## src/rtl/multi_led_blinker_pkg.sv

```systemverilog
// multi_led_blinker_pkg
// Shared definitions for the multi-LED blinker:
//   mode_e      - display mode encoding (SINGLE / ALL / CHASE)
//   chan_width  - bit width of the channel index for a given LED count
//   lfsr_taps   - maximal-length tap mask for a Fibonacci XNOR LFSR, widths 3..32
package multi_led_blinker_pkg;

    typedef enum logic [1:0] {
        MODE_SINGLE = 2'd0,
        MODE_ALL    = 2'd1,
        MODE_CHASE  = 2'd2
    } mode_e;

    function automatic int chan_width(input int n);
        return (n > 2) ? $clog2(n) : 1;
    endfunction

    // Bit k-1 set for tap k (1-based tap numbering of the classic XNOR tap table).
    function automatic logic [31:0] lfsr_taps(input int width);
        logic [31:0] t;
        case (width)
            3:       t = 32'h0000_0006;
            4:       t = 32'h0000_000C;
            5:       t = 32'h0000_0014;
            6:       t = 32'h0000_0030;
            7:       t = 32'h0000_0060;
            8:       t = 32'h0000_00B8;
            9:       t = 32'h0000_0110;
            10:      t = 32'h0000_0240;
            11:      t = 32'h0000_0500;
            12:      t = 32'h0000_0829;
            13:      t = 32'h0000_100D;
            14:      t = 32'h0000_2015;
            15:      t = 32'h0000_6000;
            16:      t = 32'h0000_D008;
            17:      t = 32'h0001_2000;
            18:      t = 32'h0002_0400;
            19:      t = 32'h0004_0023;
            20:      t = 32'h0009_0000;
            21:      t = 32'h0014_0000;
            22:      t = 32'h0030_0000;
            23:      t = 32'h0042_0000;
            24:      t = 32'h00E1_0000;
            25:      t = 32'h0120_0000;
            26:      t = 32'h0200_0023;
            27:      t = 32'h0400_0013;
            28:      t = 32'h0900_0000;
            29:      t = 32'h1400_0000;
            30:      t = 32'h2000_0029;
            31:      t = 32'h4800_0000;
            32:      t = 32'h8020_0003;
            default: t = 32'h0000_0000;
        endcase
        return t;
    endfunction

endpackage

```

## src/rtl/multi_led_blinker_debounce.sv

```systemverilog
// switch_debounce
// Two-flop synchroniser followed by a stability filter for one raw push-button.
//   i_Clk     - system clock
//   i_Rst_L   - synchronous active-low reset
//   i_Switch  - raw (asynchronous, bouncy) switch level
//   o_Switch  - debounced level
//   o_Release - one-cycle pulse, registered, when the debounced level falls 1->0
module switch_debounce #(
    parameter int DEBOUNCE_LIMIT = 250000
) (
    input  logic i_Clk,
    input  logic i_Rst_L,
    input  logic i_Switch,
    output logic o_Switch,
    output logic o_Release
);

    localparam int              CNT_W    = $clog2(DEBOUNCE_LIMIT);
    localparam logic [CNT_W-1:0] CNT_LAST = CNT_W'(DEBOUNCE_LIMIT - 1);

    logic             meta_q, sync_q;
    logic [CNT_W-1:0] cnt_q, cnt_d;
    logic             lvl_q, lvl_d;
    logic             rel_q, rel_d;

    // The counter only runs while the synchronised input disagrees with the
    // accepted level; any agreeing sample restarts the qualification window.
    always_comb begin
        cnt_d = '0;
        lvl_d = lvl_q;
        if (sync_q != lvl_q) begin
            if (cnt_q == CNT_LAST) begin
                lvl_d = sync_q;
            end else begin
                cnt_d = cnt_q + CNT_W'(1);
            end
        end
        rel_d = lvl_q & ~lvl_d;
    end

    always_ff @(posedge i_Clk) begin
        if (!i_Rst_L) begin
            meta_q <= 1'b0;
            sync_q <= 1'b0;
            cnt_q  <= '0;
            lvl_q  <= 1'b0;
            rel_q  <= 1'b0;
        end else begin
            meta_q <= i_Switch;
            sync_q <= meta_q;
            cnt_q  <= cnt_d;
            lvl_q  <= lvl_d;
            rel_q  <= rel_d;
        end
    end

    assign o_Switch  = lvl_q;
    assign o_Release = rel_q;

endmodule

```

## src/rtl/multi_led_blinker.sv

```systemverilog
// multi_led_blinker
// Drives NUM_LEDS LEDs from an LFSR-paced blink tick; two debounced buttons
// step the active channel and the display mode (SINGLE, ALL, CHASE).
//   i_Clk      - system clock
//   i_Rst_L    - synchronous active-low reset
//   i_Switch_1 - raw button, steps channel on release (SINGLE/ALL only)
//   i_Switch_2 - raw button, steps mode on release
//   o_LED      - registered LED drive, 1 = on
//   o_Channel  - current channel index
//   o_Mode     - current mode (0 SINGLE, 1 ALL, 2 CHASE)
module multi_led_blinker
    import multi_led_blinker_pkg::*;
#(
    parameter int NUM_LEDS       = 4,
    parameter int LFSR_WIDTH     = 22,
    parameter int DEBOUNCE_LIMIT = 250000
) (
    input  logic                            i_Clk,
    input  logic                            i_Rst_L,
    input  logic                            i_Switch_1,
    input  logic                            i_Switch_2,
    output logic [NUM_LEDS-1:0]             o_LED,
    output logic [chan_width(NUM_LEDS)-1:0] o_Channel,
    output logic [1:0]                      o_Mode
);

    localparam int                    CW       = chan_width(NUM_LEDS);
    localparam logic [31:0]           TAPS_ALL = lfsr_taps(LFSR_WIDTH);
    localparam logic [LFSR_WIDTH-1:0] TAPS     = TAPS_ALL[LFSR_WIDTH-1:0];
    localparam logic [CW-1:0]         LAST_CH  = CW'(NUM_LEDS - 1);

    logic [LFSR_WIDTH-1:0] lfsr_q, lfsr_d;
    logic                  tick;
    logic                  rel1, rel2;
    logic [1:0]            sw_level_unused;
    mode_e                 mode_q, mode_d;
    logic [CW-1:0]         chan_q, chan_d, chan_inc;
    logic                  tog_q, tog_d;
    logic [NUM_LEDS-1:0]   led_q, led_d;

    switch_debounce #(.DEBOUNCE_LIMIT(DEBOUNCE_LIMIT)) u_sw1 (
        .i_Clk     (i_Clk),
        .i_Rst_L   (i_Rst_L),
        .i_Switch  (i_Switch_1),
        .o_Switch  (sw_level_unused[0]),
        .o_Release (rel1)
    );

    switch_debounce #(.DEBOUNCE_LIMIT(DEBOUNCE_LIMIT)) u_sw2 (
        .i_Clk     (i_Clk),
        .i_Rst_L   (i_Rst_L),
        .i_Switch  (i_Switch_2),
        .o_Switch  (sw_level_unused[1]),
        .o_Release (rel2)
    );

    // XNOR feedback makes all-zeros a legal start state; the tick marks the
    // cycle in which the register is about to come back round to all-zeros.
    assign lfsr_d   = {lfsr_q[LFSR_WIDTH-2:0], ~^(lfsr_q & TAPS)};
    assign tick     = (lfsr_d == '0);
    assign chan_inc = (chan_q == LAST_CH) ? '0 : chan_q + CW'(1);

    always_comb begin
        mode_d = mode_q;
        chan_d = chan_q;
        tog_d  = tog_q;
        // Decisions use the current mode, so a tick landing on the switch
        // into CHASE does not advance, and Switch_1 sees the old mode.
        if (tick) begin
            tog_d = ~tog_q;
            if (mode_q == MODE_CHASE) chan_d = chan_inc;
        end
        if (rel1 && mode_q != MODE_CHASE) chan_d = chan_inc;
        if (rel2) begin
            tog_d = 1'b0;
            case (mode_q)
                MODE_SINGLE: mode_d = MODE_ALL;
                MODE_ALL:    mode_d = MODE_CHASE;
                default:     mode_d = MODE_SINGLE;
            endcase
        end

        led_d = '0;
        case (mode_q)
            MODE_ALL:   led_d = {NUM_LEDS{tog_q}};
            MODE_CHASE: led_d[chan_q] = 1'b1;
            default:    led_d[chan_q] = tog_q;
        endcase
    end

    always_ff @(posedge i_Clk) begin
        if (!i_Rst_L) begin
            lfsr_q <= '0;
            tog_q  <= 1'b0;
            chan_q <= '0;
            mode_q <= MODE_SINGLE;
            led_q  <= '0;
        end else begin
            lfsr_q <= lfsr_d;
            tog_q  <= tog_d;
            chan_q <= chan_d;
            mode_q <= mode_d;
            led_q  <= led_d;
        end
    end

    assign o_LED     = led_q;
    assign o_Channel = chan_q;
    assign o_Mode    = mode_q;

endmodule

```

## config.mk

```make
export PLATFORM = sky130hd
export DESIGN_NAME = multi_led_blinker
export DESIGN_NICKNAME = d
export VERILOG_FILES = /design/src/rtl/multi_led_blinker_pkg.sv /design/src/rtl/multi_led_blinker_debounce.sv /design/src/rtl/multi_led_blinker.sv
export SDC_FILE = /design/constraint.sdc
export NUM_CORES = 1
export LEC_CHECK = 0
export BUFFER_PORTS_ARGS = -buffer_cell sky130_fd_sc_hd__buf_4
export CORE_UTILIZATION = 45
export CTS_BUF_LIST = sky130_fd_sc_hd__clkbuf_8
export DETAILED_ROUTE_END_ITERATION = 10
export GPL_ROUTABILITY_DRIVEN = 0
export GPL_TIMING_DRIVEN = 0
export HOLD_SLACK_MARGIN = 0.1
export PLACE_DENSITY_LB_ADDON = 0.15
export SKIP_LAST_GASP = 1
export SYNTH_ARGS = -nofsm -noshare
export SYNTH_HDL_FRONTEND = slang
export SYNTH_HIERARCHICAL = 1
export SYNTH_SLANG_ARGS = --single-unit
```

## constraint.sdc

```tcl
create_clock -name i_Clk -period 2 [get_ports i_Clk]
set_input_delay 0.1 -clock i_Clk [delete_from_list [all_inputs] [get_ports i_Clk]]
set_output_delay 0.1 -clock i_Clk [all_outputs]
set_load 0.01 [all_outputs]
```

Yosys cells after proc, flatten, opt, wreduce, memory -nomap -nowiden
Cells that the tools add are included.

Register bits after elaboration: 75. Bits of input ports: 4. Output and inout port bits: 8. Logic and storage cells: 60.

Add/sub/neg operators: 3. Magnitude comparators: 2. Equal/unequal tests: 8. Mux-type cells: 12. Bitwise logic cells: 9. Reductions and logical operators: 11.

Operator list (count): $add 18x1->18 const B (2); $eq 18x18->1 const B (2); $logic_not 22->1 (1); $reduce_xnor 22->1 (1); $mux 2 (4); $pmux 4 s2 (1); $not 1->1 (6); $reduce_or 3->1 (2); $mux 1 (5); $and 4x4->4 (1); $eq 2x2->1 const B (2); $pmux 2 s2 (1); $reduce_bool 2->1 (2); $lt 2x3->1 const B (1); $add 2x1->2 const B (1); $and 1x1->1 (2); $demux 1 s2 (1); $eq 2x1->1 const B (1); $ge 2x1->1 const B (1); $logic_and 1x1->1 (2); $logic_not 2->1 (1); $ne 1x1->1 (2); $ne 2x2->1 const B (1); $reduce_and 2->1 (1); $reduce_or 2->1 (1).

Depth between registers and ports, before layout
Gate-level depths: netlist of run 1.

Depth after elaboration: 6. Depth in mapped cells: 7. Mapped depth without buffers: 6.

Modules after synthesis
The synthesis of run 1 kept the hierarchy.

By module, submodules not included: switch_debounce (times used 2, cells each 107, area an instance 973.4 um^2, sequential area each 440.4 um^2); multi_led_blinker (times used 1, cells each 112, area an instance 1188.6 um^2, sequential area each 620.6 um^2).

Worst setup path after synthesis of run 1
OpenSTA, ideal clock, no wires.

Path kind: register to register. Start point: register u_sw1.cnt_q[6]. End point: register u_sw1.cnt_q[16]. Library setup time: 115 ps. Data arrival time: 1425 ps. Required time: 1885 ps. Setup slack: 460 ps. Stages on the path, launching flop included: 7. Buffers on the path: 2. Cell sequence: dfxtp_1 -> clkbuf_1 -> nor4b_1 -> nand4_1 -> o21ai_2 -> buf_4 -> nor2_1.

Cells in the longest elaborated chain, start to end: 2.

Ends and longest elaborated chain: from (decl) (RTL line multi_led_blinker_debounce.sv:22) `logic [CNT_W-1:0] cnt_q, cnt_d;`; from (signal assigned) (RTL line multi_led_blinker_debounce.sv:51) `cnt_q <= cnt_d;`; branches (longest 2 deep; another with $add 18x1->18).

Several ways; the timed one is not identified. A chain may end at the register's enable or synchronous reset.

Worst setup path in the final report of run 1
Start point: register u_sw1.cnt_q[6]. End point: register u_sw1.cnt_q[8].

Same word-level chain as after synthesis.

==> summary.txt, run 1 <==
Synthesis
  • Post-synthesis instance area: 3140 µm²
  • Synthesized-area fraction occupied by adder cells: 0.0399
  • #FFs+latches synth: 75
  • XOR/XNOR share of the synthesized area: 0.0922
  • Multiplexer share of the synthesized area: 0.0128
  • Simple-gate share of the synthesized area: 0.298
  • Part of the Yosys area used for sequential elements: 0.479
  • Compound-cell area share of the yosys netlist: 0.0455
  • Flip-flop cell with the highest count after synthesis: dfxtp_1
  • Asr flop ratio synth: 0
  • Post-Syn Area per Cell: slightly below 10 µm²
  • Number of nets in the synthesized netlist: 340
  • EDFF count, synth: 0
  • Largest family of logic cells by synthesized area: simple AND/OR/NAND/NOR gates
  • Post-synthesis instance total: ~330
  • Synth warn: 6
  • Netlist cell types: 37

CTS
  • Root buf cell: clkbuf_8
  • Clock buffers created by TritonCTS: 9
  • CTS H-tree depth: 3
  • Reg clk slew, reported paths: ~0.070 ns
  • Deepest clock path buffer count: 2
  • Clock latency at the later pin of the worst-skew pair: ~0.34 ns
  • Number of sinks driven by the clock tree: 75
  • CTS tree: built

STA
  • Worst rel slew slack: 0.679
  • Number of hold violations in the final report: 0
  • Total Negative Setup Slacks: 0 ns
  • Post-Route Skew: 0.00786 ns
  • Portion of the clock cycle consumed by the worst path in the final layout: 0.910
  • Fmax: between 500 and 600 MHz
  • Transition time at the pin with the least slew margin: 0.475 ns
  • Number of pins exceeding their max-slew limit in the final report: 0
  • Total of endpoints with negative setup slack in the final report: 0
  • Unrepaired setup endpoints after global routing: no
  • Post-route minimum period: around 1.8 ns

Route
  • Final wirelength: 5.23 mm
  • Wire length per cell: roughly 12 µm
  • Number of remaining DRC errors: 0
  • Remaining antenna violation count: 0
  • Number of search-and-repair iterations in the first detailed-routing pass: 4
  • Detail-routed via count per cell: 5.09
  • Iteration-0 DRC count of the detailed router: 69
  • Overall via count from detail_route: 2,224

Floorplan
  • Site row count: 30
  • Initial core utilization: 0.464
  • Io pins: 12
  • Die H: 85.5 µm
  • Die area: between 7000 and 8000 µm²
  • Horizontal die dimension: roughly 85 µm
  • Floorplan Core Area: between 6000 and 7000 µm²

Finish
  • Post-route design area: 3610 µm²
  • Synthesis-to-layout area growth: 15.2%
  • Number of inserted filler cells in the final layout: between 600 and 700
  • NumNets Final: 366
  • Fraction of layout cells with a size suffix above 1: 0.126
  • Antenna diode instance count: 0
  • Final cell count without fillers: 437

Place
  • Cell area after placement: 3320 µm²
  • Placed cells: 417
  • Number of input and output port buffers inserted: 11
  • DPL Wire Length: ~3.6 mm

Critical path
  • Endpoint of the worst-slack reg-to-reg timing path: u_sw1/cnt_q[8]
  • Worst Path Required: between 2 and 2.5 ns
  • Arrival @ worst endpoint: about 2.1 ns
  • Worst R2R Start: u_sw1/cnt_q[6]
  • Reg-to-reg setup timing slack: roughly 0.18 ns
  • Nature of the critical path endpoint: flop
  • Critical path destination: u_sw1/cnt_q[8]
  • Crit Path Category: reg2reg
  • Critical path startpoint: u_sw1/cnt_q[6]
  • Maximum fanout encountered on the critical timing path: 10
  • Depth of the most critical reg-to-reg path: 6
  • Element type at the critical path start: flop

Power and ir drop
  • PwrDens: 788 nW/µm²
  • Comb pwr share: 0.016
  • Maximum ir drop on the vdd rail: between 0.5 and 0.6 mV
  • Share of total power in the clock network: 0.455
  • Net Switching: between 500 and 600 µW
  • Internal power: 2290 µW
  • Sw Share: 0.196
  • Sequential fraction of design power: 0.529
  • Static leakage power: roughly 0.0012 µW
  • Post-route total power: 2850 µW

Global route
  • Global route total overflow: 0
  • Global-route wire length before repair: 9.14 mm
  • Overall track demand over capacity in global routing: 0.160
  • Largest net degree at the start of global routing: 17
  • Vias in the first global route: around 2,100
  • Initial antenna violation count: 0

Run
  • Number of maximum-capacitance constraint violations: 0

Run status
  • Run status: complete, no violations

Worst hold path
  • Class of the most critical hold timing path: reg2reg
  • Worst hold path stage count: 1
registers in the layout, indices dropped and copies added, names as in the netlist, 2 cells and up:
name / count
u_sw2/cnt_q: 18
o_Channel: 2
o_LED: 4
u_sw1/cnt_q: 18
lfsr_q: 22
o_Mode: 2
worst max-delay path: stages, from the launching register on:
cell and delay [ns]:
dfxtp_1 0.30, clkbuf_1 0.17, nor4b_1 0.43, nand4_1 0.24
o21ai_4 0.30, buf_4 0.23, nor2_1 0.06
what timing repair did:
action	4_1_cts	5_1_grt
buffers inserted	0	0
endpoints found under the hold margin	9	0
resized for setup	0	4
setup endpoints to repair	0	20
hold buffers	4	0
worst min-delay path by stage:
stage	startpoint	to	slack [ns]
after detailed placement	i_Switch_1	u_sw1/meta_q	0.31
after floorplan	i_Rst_L	u_sw1/meta_q	0.22
after global placement	i_Switch_1	u_sw1/meta_q	0.31
final	u_sw1/meta_q	u_sw1/sync_q	0.44
after global routing	u_sw1/meta_q	u_sw1/sync_q	0.46
after CTS	u_sw1/meta_q	u_sw1/sync_q	0.44
synth_stat cells, drive strengths merged (5+ instances only):
master	instances	area, µm²
nor3	10	50.1
nor2b	8	50.1
nor2	37	139
nor4b	5	50.0
xnor2	29	254
dfxtp	75	1500
or3	5	31.3
o21ai	9	52.6
ha	10	125
inv	16	60.1
nand2	14	57.6
and2	30	189
clkbuf	6	22.5
nand4	15	136
nor4	16	128
nand3	11	55.1
through the flow:
stage                     hold WS [ns]  worst slack, ns   util
after global routing             0.457          0.00803  0.535
after global placement           0.310            0.126  0.491
after CTS                        0.441            0.103  0.531
final                            0.436            0.180  0.535
after floorplan                  0.222            0.460      -
after detailed placement         0.313            0.120  0.491
cell type report:
class                   count  area [µm²]  share of cell area
multi-input cells         226        1560               0.431
flip-flops and latches     75        1500               0.416
clock buffers              11         151              0.0419
repair buffers             15         123              0.0339
well taps                  80         100              0.0277
clock inverters             5        76.3              0.0211
inverters                  17        65.1              0.0180
plain buffers               8        37.5              0.0104
placed cells by master (no fill, tap or decap), types with 2 or more instances in the layout:
master         count
bufinv_16          2
nor2b_1            8
nand3_1           11
nand4_2            2
nand4_1           11
nor2_1            37
buf_4             13
nand2_2            2
nor3b_1            2
inv_1             17
o31ai_1            2
nor4b_1            2
and3_1             2
dlygate4sd3_1      4
a21boi_0           2
nand4_4            2
o21ai_4            2
and2_1            29
a32oi_1            4
or3_1              5
nor4_1            13
ha_1              10
nor3_1            10
o21ai_0            7
xor2_1             4
nor4_2             2
dfxtp_1           75
nor4b_2            3
clkbuf_8          11
or4_1              2
a21oi_1            3
xnor2_1           29
mux2i_1            4
nand2_1           12
clkbuf_1           6
per-layer routing:
metal / GRT usage / up-vias / part of all wire
met5: 0 / - / 0
met4: 0.0500 / 0 / 0.0032
met3: 0.0584 / 2 / 0.036
met2: 0.253 / 33 / 0.45
met1: 0.203 / 1024 / 0.51
li1: - / 1165 / -
cells by family (layout without fill, tap and decap cells):
| group | after synthesis | count (layout) |
|---|---|---|
| buffers and inverters | 25 | 56 |
| adder cells (fa/ha/maj) | 10 | 10 |
| AND/OR/NAND/NOR | 158 | 158 |
| XOR/XNOR | 33 | 33 |
| flip-flops | 75 | 75 |
| AO/OA/AOI/OAI | 21 | 21 |
| multiplexers | 4 | 4 |
power groups by stage:
stage / combinational [µW] / sequential [µW] / clock, µW
finish: 45.9 / 1510 / 1290
global route: 52.5 / 1510 / 1410
detailed placement: 39.7 / 1540 / 0
CTS: 45.9 / 1510 / 1350
floorplan: 24.1 / 1540 / 0
global placement: 39.6 / 1540 / 0
Power figures use the tool's default switching activity.
==> run 2: changes to the inputs <==
- ABC_AREA: unset -> 1
- clock period: 2 -> 1.9 ns (I/O delays scaled with it)
==> summary.txt, run 2 <==
Synthesis
  • Synthesized-area fraction occupied by adder cells: 0.0371
  • Flip-flop cell with the highest count after synthesis: dfxtp_1
  • Simple-gate share of the synthesized area: 0.338
  • Top area cells in the synthesized netlist: dfxtp_1 (44%), nand2_1 (13%), inv_1 (7.9%)
  • Asr flop ratio synth: 0
  • Part of the Yosys area used for sequential elements: 0.445
  • Multiplexer share of the synthesized area: 0
  • #FFs+latches synth: 75
  • Most repeated cell in the gate-level netlist after synthesis: nand2_1
  • Ranking of synthesized cells by instance count: nand2_1 (121), dfxtp_1 (75), inv_1 (71)
  • XOR/XNOR share of the synthesized area: 0.0363
  • Post-synthesis instance area: 3380 µm²
  • Leading area contributor after synthesis: dfxtp_1
  • Largest family of logic cells by synthesized area: simple AND/OR/NAND/NOR gates
  • Fraction of post-synthesis cell area in the top cell type by area: 0.445
  • Compound-cell area share of the yosys netlist: 0.0489
  • Number of nets in the synthesized netlist: 480
  • Netlist cell types: 22
  • EDFF count, synth: 0
  • Synth warn: 6
  • Post-Syn Area per Cell: about 7.2 µm²
  • Post-synthesis instance total: 466

Critical path
  • Maximum fanout encountered on the critical timing path: 10
  • Worst Path Required: 2.13 ns
  • Element type at the critical path start: flop
  • Arrival @ worst endpoint: 1.81 ns
  • Endpoint of the worst-slack reg-to-reg timing path: u_sw2/cnt_q[11]
  • Critical path startpoint: u_sw2/cnt_q[0]
  • Depth of the most critical reg-to-reg path: 9
  • Critical path destination: u_sw2/cnt_q[11]
  • Crit Path Category: reg2reg
  • Worst R2R Start: u_sw2/cnt_q[0]
  • Nature of the critical path endpoint: flop
  • Reg-to-reg setup timing slack: roughly 0.32 ns

Route
  • Overall via count from detail_route: roughly 2,700
  • Iteration-0 DRC count of the detailed router: 86
  • Detail-routed via count per cell: 4.55
  • Number of search-and-repair iterations in the first detailed-routing pass: 5
  • Wire length per cell: 9.75 µm
  • Remaining antenna violation count: 0
  • Final wirelength: 5.82 mm
  • Number of remaining DRC errors: 0

Place
  • Post-place setup slack: 0.327 ns
  • Number of input and output port buffers inserted: 11
  • DPL Wire Length: approximately 4.3 mm
  • Placed cells: 576

Power and ir drop
  • Net Switching: ~630 µW
  • Static leakage power: between 0.0015 and 0.002 µW
  • Maximum ir drop on the vdd rail: 0.282 mV
  • Sw Share: 0.218
  • Sequential fraction of design power: 0.552
  • PwrDens: about 750 nW/µm²
  • Comb pwr share: 0.021
  • Internal power: roughly 2200 µW
  • Share of total power in the clock network: 0.427

Global route
  • Initial antenna violation count: 0
  • Vias in the first global route: 2,392
  • Global-route wire length before repair: just over 10 mm
  • Overall track demand over capacity in global routing: 0.168
  • Global route total overflow: 0
  • Largest net degree at the start of global routing: 14

CTS
  • CTS tree: built
  • CTS H-tree depth: 3
  • Deepest clock path buffer count: 2
  • Reg clk slew, reported paths: 0.08 ns
  • Clock latency at the later pin of the worst-skew pair: 0.34 ns
  • Setup Buffers After CTS: 0
  • Root buf cell: clkbuf_8
  • Number of sinks driven by the clock tree: 75
  • Clock buffers created by TritonCTS: 9

Floorplan
  • Die area: around 7900 µm²
  • Horizontal die dimension: between 80 and 90 µm
  • Die H: slightly below 90 µm
  • Site row count: 31
  • Floorplan Core Area: about 7300 µm²
  • Io pins: 12
  • Initial core utilization: 0.465

Finish
  • NumNets Final: 507
  • Antenna diode instance count: 0
  • Number of inserted filler cells in the final layout: roughly 730
  • Flip-flop count of the largest register after layout: 22
  • Most common cell after layout, fill and taps aside: nand2_1
  • Final cell count without fillers: 597
  • Highest-count cells in the layout ignoring fill and taps: nand2_1 (121), dfxtp_1 (75), inv_1 (71)
  • Fraction of layout cells with a size suffix above 1: 0.133
  • Top Registers: lfsr_q: 22 flops, u_sw1/cnt_q: 18 flops, u_sw2/cnt_q: 18 flops
  • Largest register by flop count: lfsr_q
  • Synthesis-to-layout area growth: 13.6%
  • Core Util, Final: 0.529

STA
  • Worst rel slew slack: 0.802
  • Post-route minimum period: 1.58 ns
  • Post-Route Skew: 0.00772 ns
  • Number of hold violations in the final report: 0
  • Unrepaired setup endpoints after global routing: no
  • Worst Slack Setup Final: 0.322 ns
  • Portion of the clock cycle consumed by the worst path in the final layout: 0.830
  • Fmax: 634 MHz
  • Total of endpoints with negative setup slack in the final report: 0
  • Total Negative Setup Slacks: 0 ns
  • Final Hold Slack: 0.418 ns
  • Number of pins exceeding their max-slew limit in the final report: 0
  • Transition time at the pin with the least slew margin: 0.297 ns

Worst hold path
  • Class of the most critical hold timing path: reg2reg

Run
  • Number of maximum-capacitance constraint violations: 0

Run status
  • Run status: complete, no violations
[run 2: worst min-delay path by stage]
stage / from / endpoint / cells after the start
floorplan: i_Rst_L / u_sw1/meta_q / 2
global route: u_sw2/meta_q / u_sw2/sync_q / 2
detailed placement: i_Switch_1 / u_sw1/meta_q / 3
global placement: i_Switch_1 / u_sw1/meta_q / 3
CTS: u_sw1/meta_q / u_sw1/sync_q / 2
finish: u_sw1/meta_q / u_sw1/sync_q / 2
[run 2: metal layers]
layer / track usage / share of wire / vias up
met5: 0 / 0 / -
met4: 0.0630 / 0.0058 / 0
met3: 0.0513 / 0.037 / 4
met2: 0.265 / 0.45 / 28
met1: 0.216 / 0.50 / 1208
li1: - / - / 1474
[run 2: power by group through the flow]
stage	logic (µW)	registers (µW)	clock network, µW
2_1_floorplan	36.3	1620	0
3_3_place_gp	52.9	1620	0
3_5_place_dp	53.4	1620	0
4_1_cts	61.4	1590	1270
5_1_grt	67.8	1590	1350
6_report	60.2	1590	1230
[run 2: cell type report]
cell class	count	area (µm²)	area share
multi-input combinational	315	1550	0.405
sequential	75	1500	0.392
inverter	71	267	0.0695
clock buffer	10	138	0.0359
timing repair buffer	16	133	0.0346
tap	99	124	0.0323
clock inverter	6	63.8	0.0166
buffer	5	55.1	0.0144
[run 2: kinds of logic (layout without fill, tap and decap cells)]
group,after synthesis,in the layout
simple gates,258,258
flops,75,75
buf+inv,76,108
xor+xnor,14,14
fa+ha+maj,10,10
compound gates,33,33
[run 2: through the flow]
step                      total power [µW]  cell area (µm²)
after detailed placement              1680             3580
after global routing                  3010             3830
after floorplan                       1660             3380
after CTS                             2920             3830
after global placement                1680             3580
final                                 2880             3830
[run 2: worst max-delay path: stages (launching register included)]
cell and delay [ns]:
dfxtp_1 0.42, ha_1 0.21, nand2_2 0.07, inv_1 0.08, nand2_2 0.08, nor2_2 0.12, nand3_2 0.11, nand2_4 0.16
buf_12 0.15, nor2_1 0.05
[run 2: repair_timing]
| action | CTS | global route |
|---|---|---|
| hold buffers | 5 | 0 |
| gates resized for setup | 0 | 0 |
| hold endpoints to repair | 8 | 0 |
==> run 3: changes to the inputs <==
- clock period: 1.9 -> 1.6 ns (I/O delays scaled with it)
==> summary.txt, run 3 (synthesized netlist as in run 2, its figures left out) <==
Global route
  • Largest net degree at the start of global routing: 14
  • Global route total overflow: 0
  • Global-route wire length before repair: 10.1 mm
  • Vias in the first global route: 2,392
  • Overall track demand over capacity in global routing: 0.168
  • Initial antenna violation count: 0

Critical path
  • Cell-by-cell trace of the critical path: ha_1 > nand2_2 > inv_1 > nand2_2 > nor2_2 > nand3_2 > nand2_4 > buf_12 > nor2_1
  • Element type at the critical path start: flop
  • Reg-to-reg setup timing slack: about 0.11 ns
  • Maximum fanout encountered on the critical timing path: 10
  • Critical path startpoint: u_sw2/cnt_q[1]
  • Arrival @ worst endpoint: 1.72 ns
  • Maximum cell stage delay along the critical path: 0.37 ns
  • Crit Path Category: reg2reg
  • Depth of the most critical reg-to-reg path: 9
  • Nature of the critical path endpoint: flop
  • Endpoint of the worst-slack reg-to-reg timing path: u_sw2/cnt_q[11]
  • Crit-path most repeated cell: nand2_2
  • Worst R2R Start: u_sw2/cnt_q[1]
  • Buf+Inv Stages, Crit Path: 2
  • Worst Path Required: 1.83 ns
  • Gate family responsible for the most delay along the worst path: simple AND/OR/NAND/NOR gates
  • Slowest cell on the critical path: dfxtp_1

STA
  • Post-route minimum period: 1.49 ns
  • Final Hold Slack: 0.418 ns
  • Portion of the clock cycle consumed by the worst path in the final layout: 0.930
  • Total of endpoints with negative setup slack in the final report: 0
  • Transition time at the pin with the least slew margin: 0.297 ns
  • Worst rel slew slack: 0.802
  • Number of pins exceeding their max-slew limit in the final report: 0
  • Fmax: about 670 MHz
  • Number of hold violations in the final report: 0
  • Total Negative Setup Slacks: 0 ns
  • Unrepaired setup endpoints after global routing: no
  • Post-Route Skew: roughly 0.0073 ns

Run
  • Number of maximum-capacitance constraint violations: 0

Floorplan
  • Floorplan Core Area: 7250 µm²
  • Die H: 88.6 µm
  • Site row count: 31
  • Io pins: 12
  • Die area: 7850 µm²
  • Horizontal die dimension: slightly below 90 µm
  • Initial core utilization: 0.465

Finish
  • Antenna diode instance count: 0
  • Top Registers: lfsr_q: 22 flops, u_sw1/cnt_q: 18 flops, u_sw2/cnt_q: 18 flops
  • Synthesis-to-layout area growth: 14.8%
  • Largest register by flop count: lfsr_q
  • Number of inserted filler cells in the final layout: 728
  • NumNets Final: approximately 510
  • Flip-flop count of the largest register after layout: 22
  • Fraction of layout cells with a size suffix above 1: 0.147
  • Highest-count cells in the layout ignoring fill and taps: nand2_1 (121), dfxtp_1 (72), inv_1 (71)
  • Most common cell after layout, fill and taps aside: nand2_1

CTS
  • Reg clk slew, reported paths: ~0.080 ns
  • CTS tree: built
  • Clock buffers created by TritonCTS: 9
  • Number of sinks driven by the clock tree: 75
  • CTS H-tree depth: 3
  • Root buf cell: clkbuf_8
  • Clock latency at the later pin of the worst-skew pair: 0.34 ns
  • Deepest clock path buffer count: 2

Route
  • Remaining antenna violation count: 0
  • Detail-routed via count per cell: 4.57
  • Iteration-0 DRC count of the detailed router: 93
  • Wire length per cell: 9.78 µm
  • Number of remaining DRC errors: 0
  • Final wirelength: 5.88 mm
  • Number of search-and-repair iterations in the first detailed-routing pass: 4
  • Overall via count from detail_route: 2,747

Power and ir drop
  • Maximum ir drop on the vdd rail: 0.327 mV
  • Static leakage power: 0.00156 µW
  • PwrDens: a little under 900 nW/µm²

Place
  • Number of input and output port buffers inserted: 11
  • DPL Wire Length: 4.29 mm

Worst hold path
  • Start point of the worst hold path: u_sw1/meta_q
  • End point of the worst hold path: u_sw1/sync_q
  • Class of the most critical hold timing path: reg2reg
  • Worst hold path stage count: 2

Run status
  • Run status: complete, no violations
run 3: cell types whose count changed in the layout (fill, tap and decap cells not counted), sizes merged:
cell,delta
buf,+4
run 3: final cells by class:
class	instances	area (µm²)	area share
Buffer	5	55.1	0.0142
Clock buffer	10	138	0.0355
Clock inverter	6	63.8	0.0165
Inverter	71	267	0.0688
Multi-Input combinational cell	315	1560	0.401
Sequential cell	75	1510	0.390
Tap cell	99	124	0.0320
Timing Repair Buffer	20	163	0.0420
run 3: timing repair:
item | in CTS | in global routing
hold endpoints to repair | 8 | 0
endpoints found under the setup margin | 0 | 20
buffers inserted | 0 | 4
hold buffers | 5 | 0
gates resized for setup | 0 | 6
run 3: where the power goes:
group          switching, µW  internal (µW)  total [µW]
combinational           42.0           33.4        75.5
clock                    700            762        1460
sequential              7.10           1870        1880
total                    749           2670        3420
run 3: per-layer routing:
metal,vias to the layer above,GRT usage,part of all wire
met2,33,0.265,0.44
met1,1223,0.216,0.51
met5,-,0,0
met4,0,0.0630,0.012
met3,7,0.0513,0.036
li1,1484,-,-
run 3: worst register-to-register path, delay by kind of cell, from the launching register on:
kind / cells / cell delay, ns
adder cells (fa/ha/maj): 1 / 0.19
buffers and inverters: 2 / 0.24
flip-flops: 1 / 0.37
AND/OR/NAND/NOR: 6 / 0.58
run 3: how the worst max path moves through the flow:
stage,endpoint,slack (ns),depth (start not counted)
floorplan,u_sw1/cnt_q[16],0.22,9
global placement,u_sw1/cnt_q[16],0.03,9
detailed placement,u_sw2/cnt_q[16],0.03,9
CTS,u_sw2/cnt_q[11],0.01,9
global route,u_sw1/cnt_q[16],0.002,9
finish,u_sw2/cnt_q[11],0.11,9
run 3: stage by stage:
step | utilization | setup WS (ns) | power, µW | instances | instance area [µm²]
global placement | 0.494 | 0.0295 | 1990 | 576 | 3580
CTS | 0.529 | 0.0105 | 3470 | 597 | 3830
global route | 0.534 | 0.00210 | 3570 | 601 | 3870
floorplan | - | 0.218 | 1970 | 466 | 3380
detailed placement | 0.494 | 0.0272 | 1990 | 576 | 3580
finish | 0.534 | 0.112 | 3420 | 601 | 3870
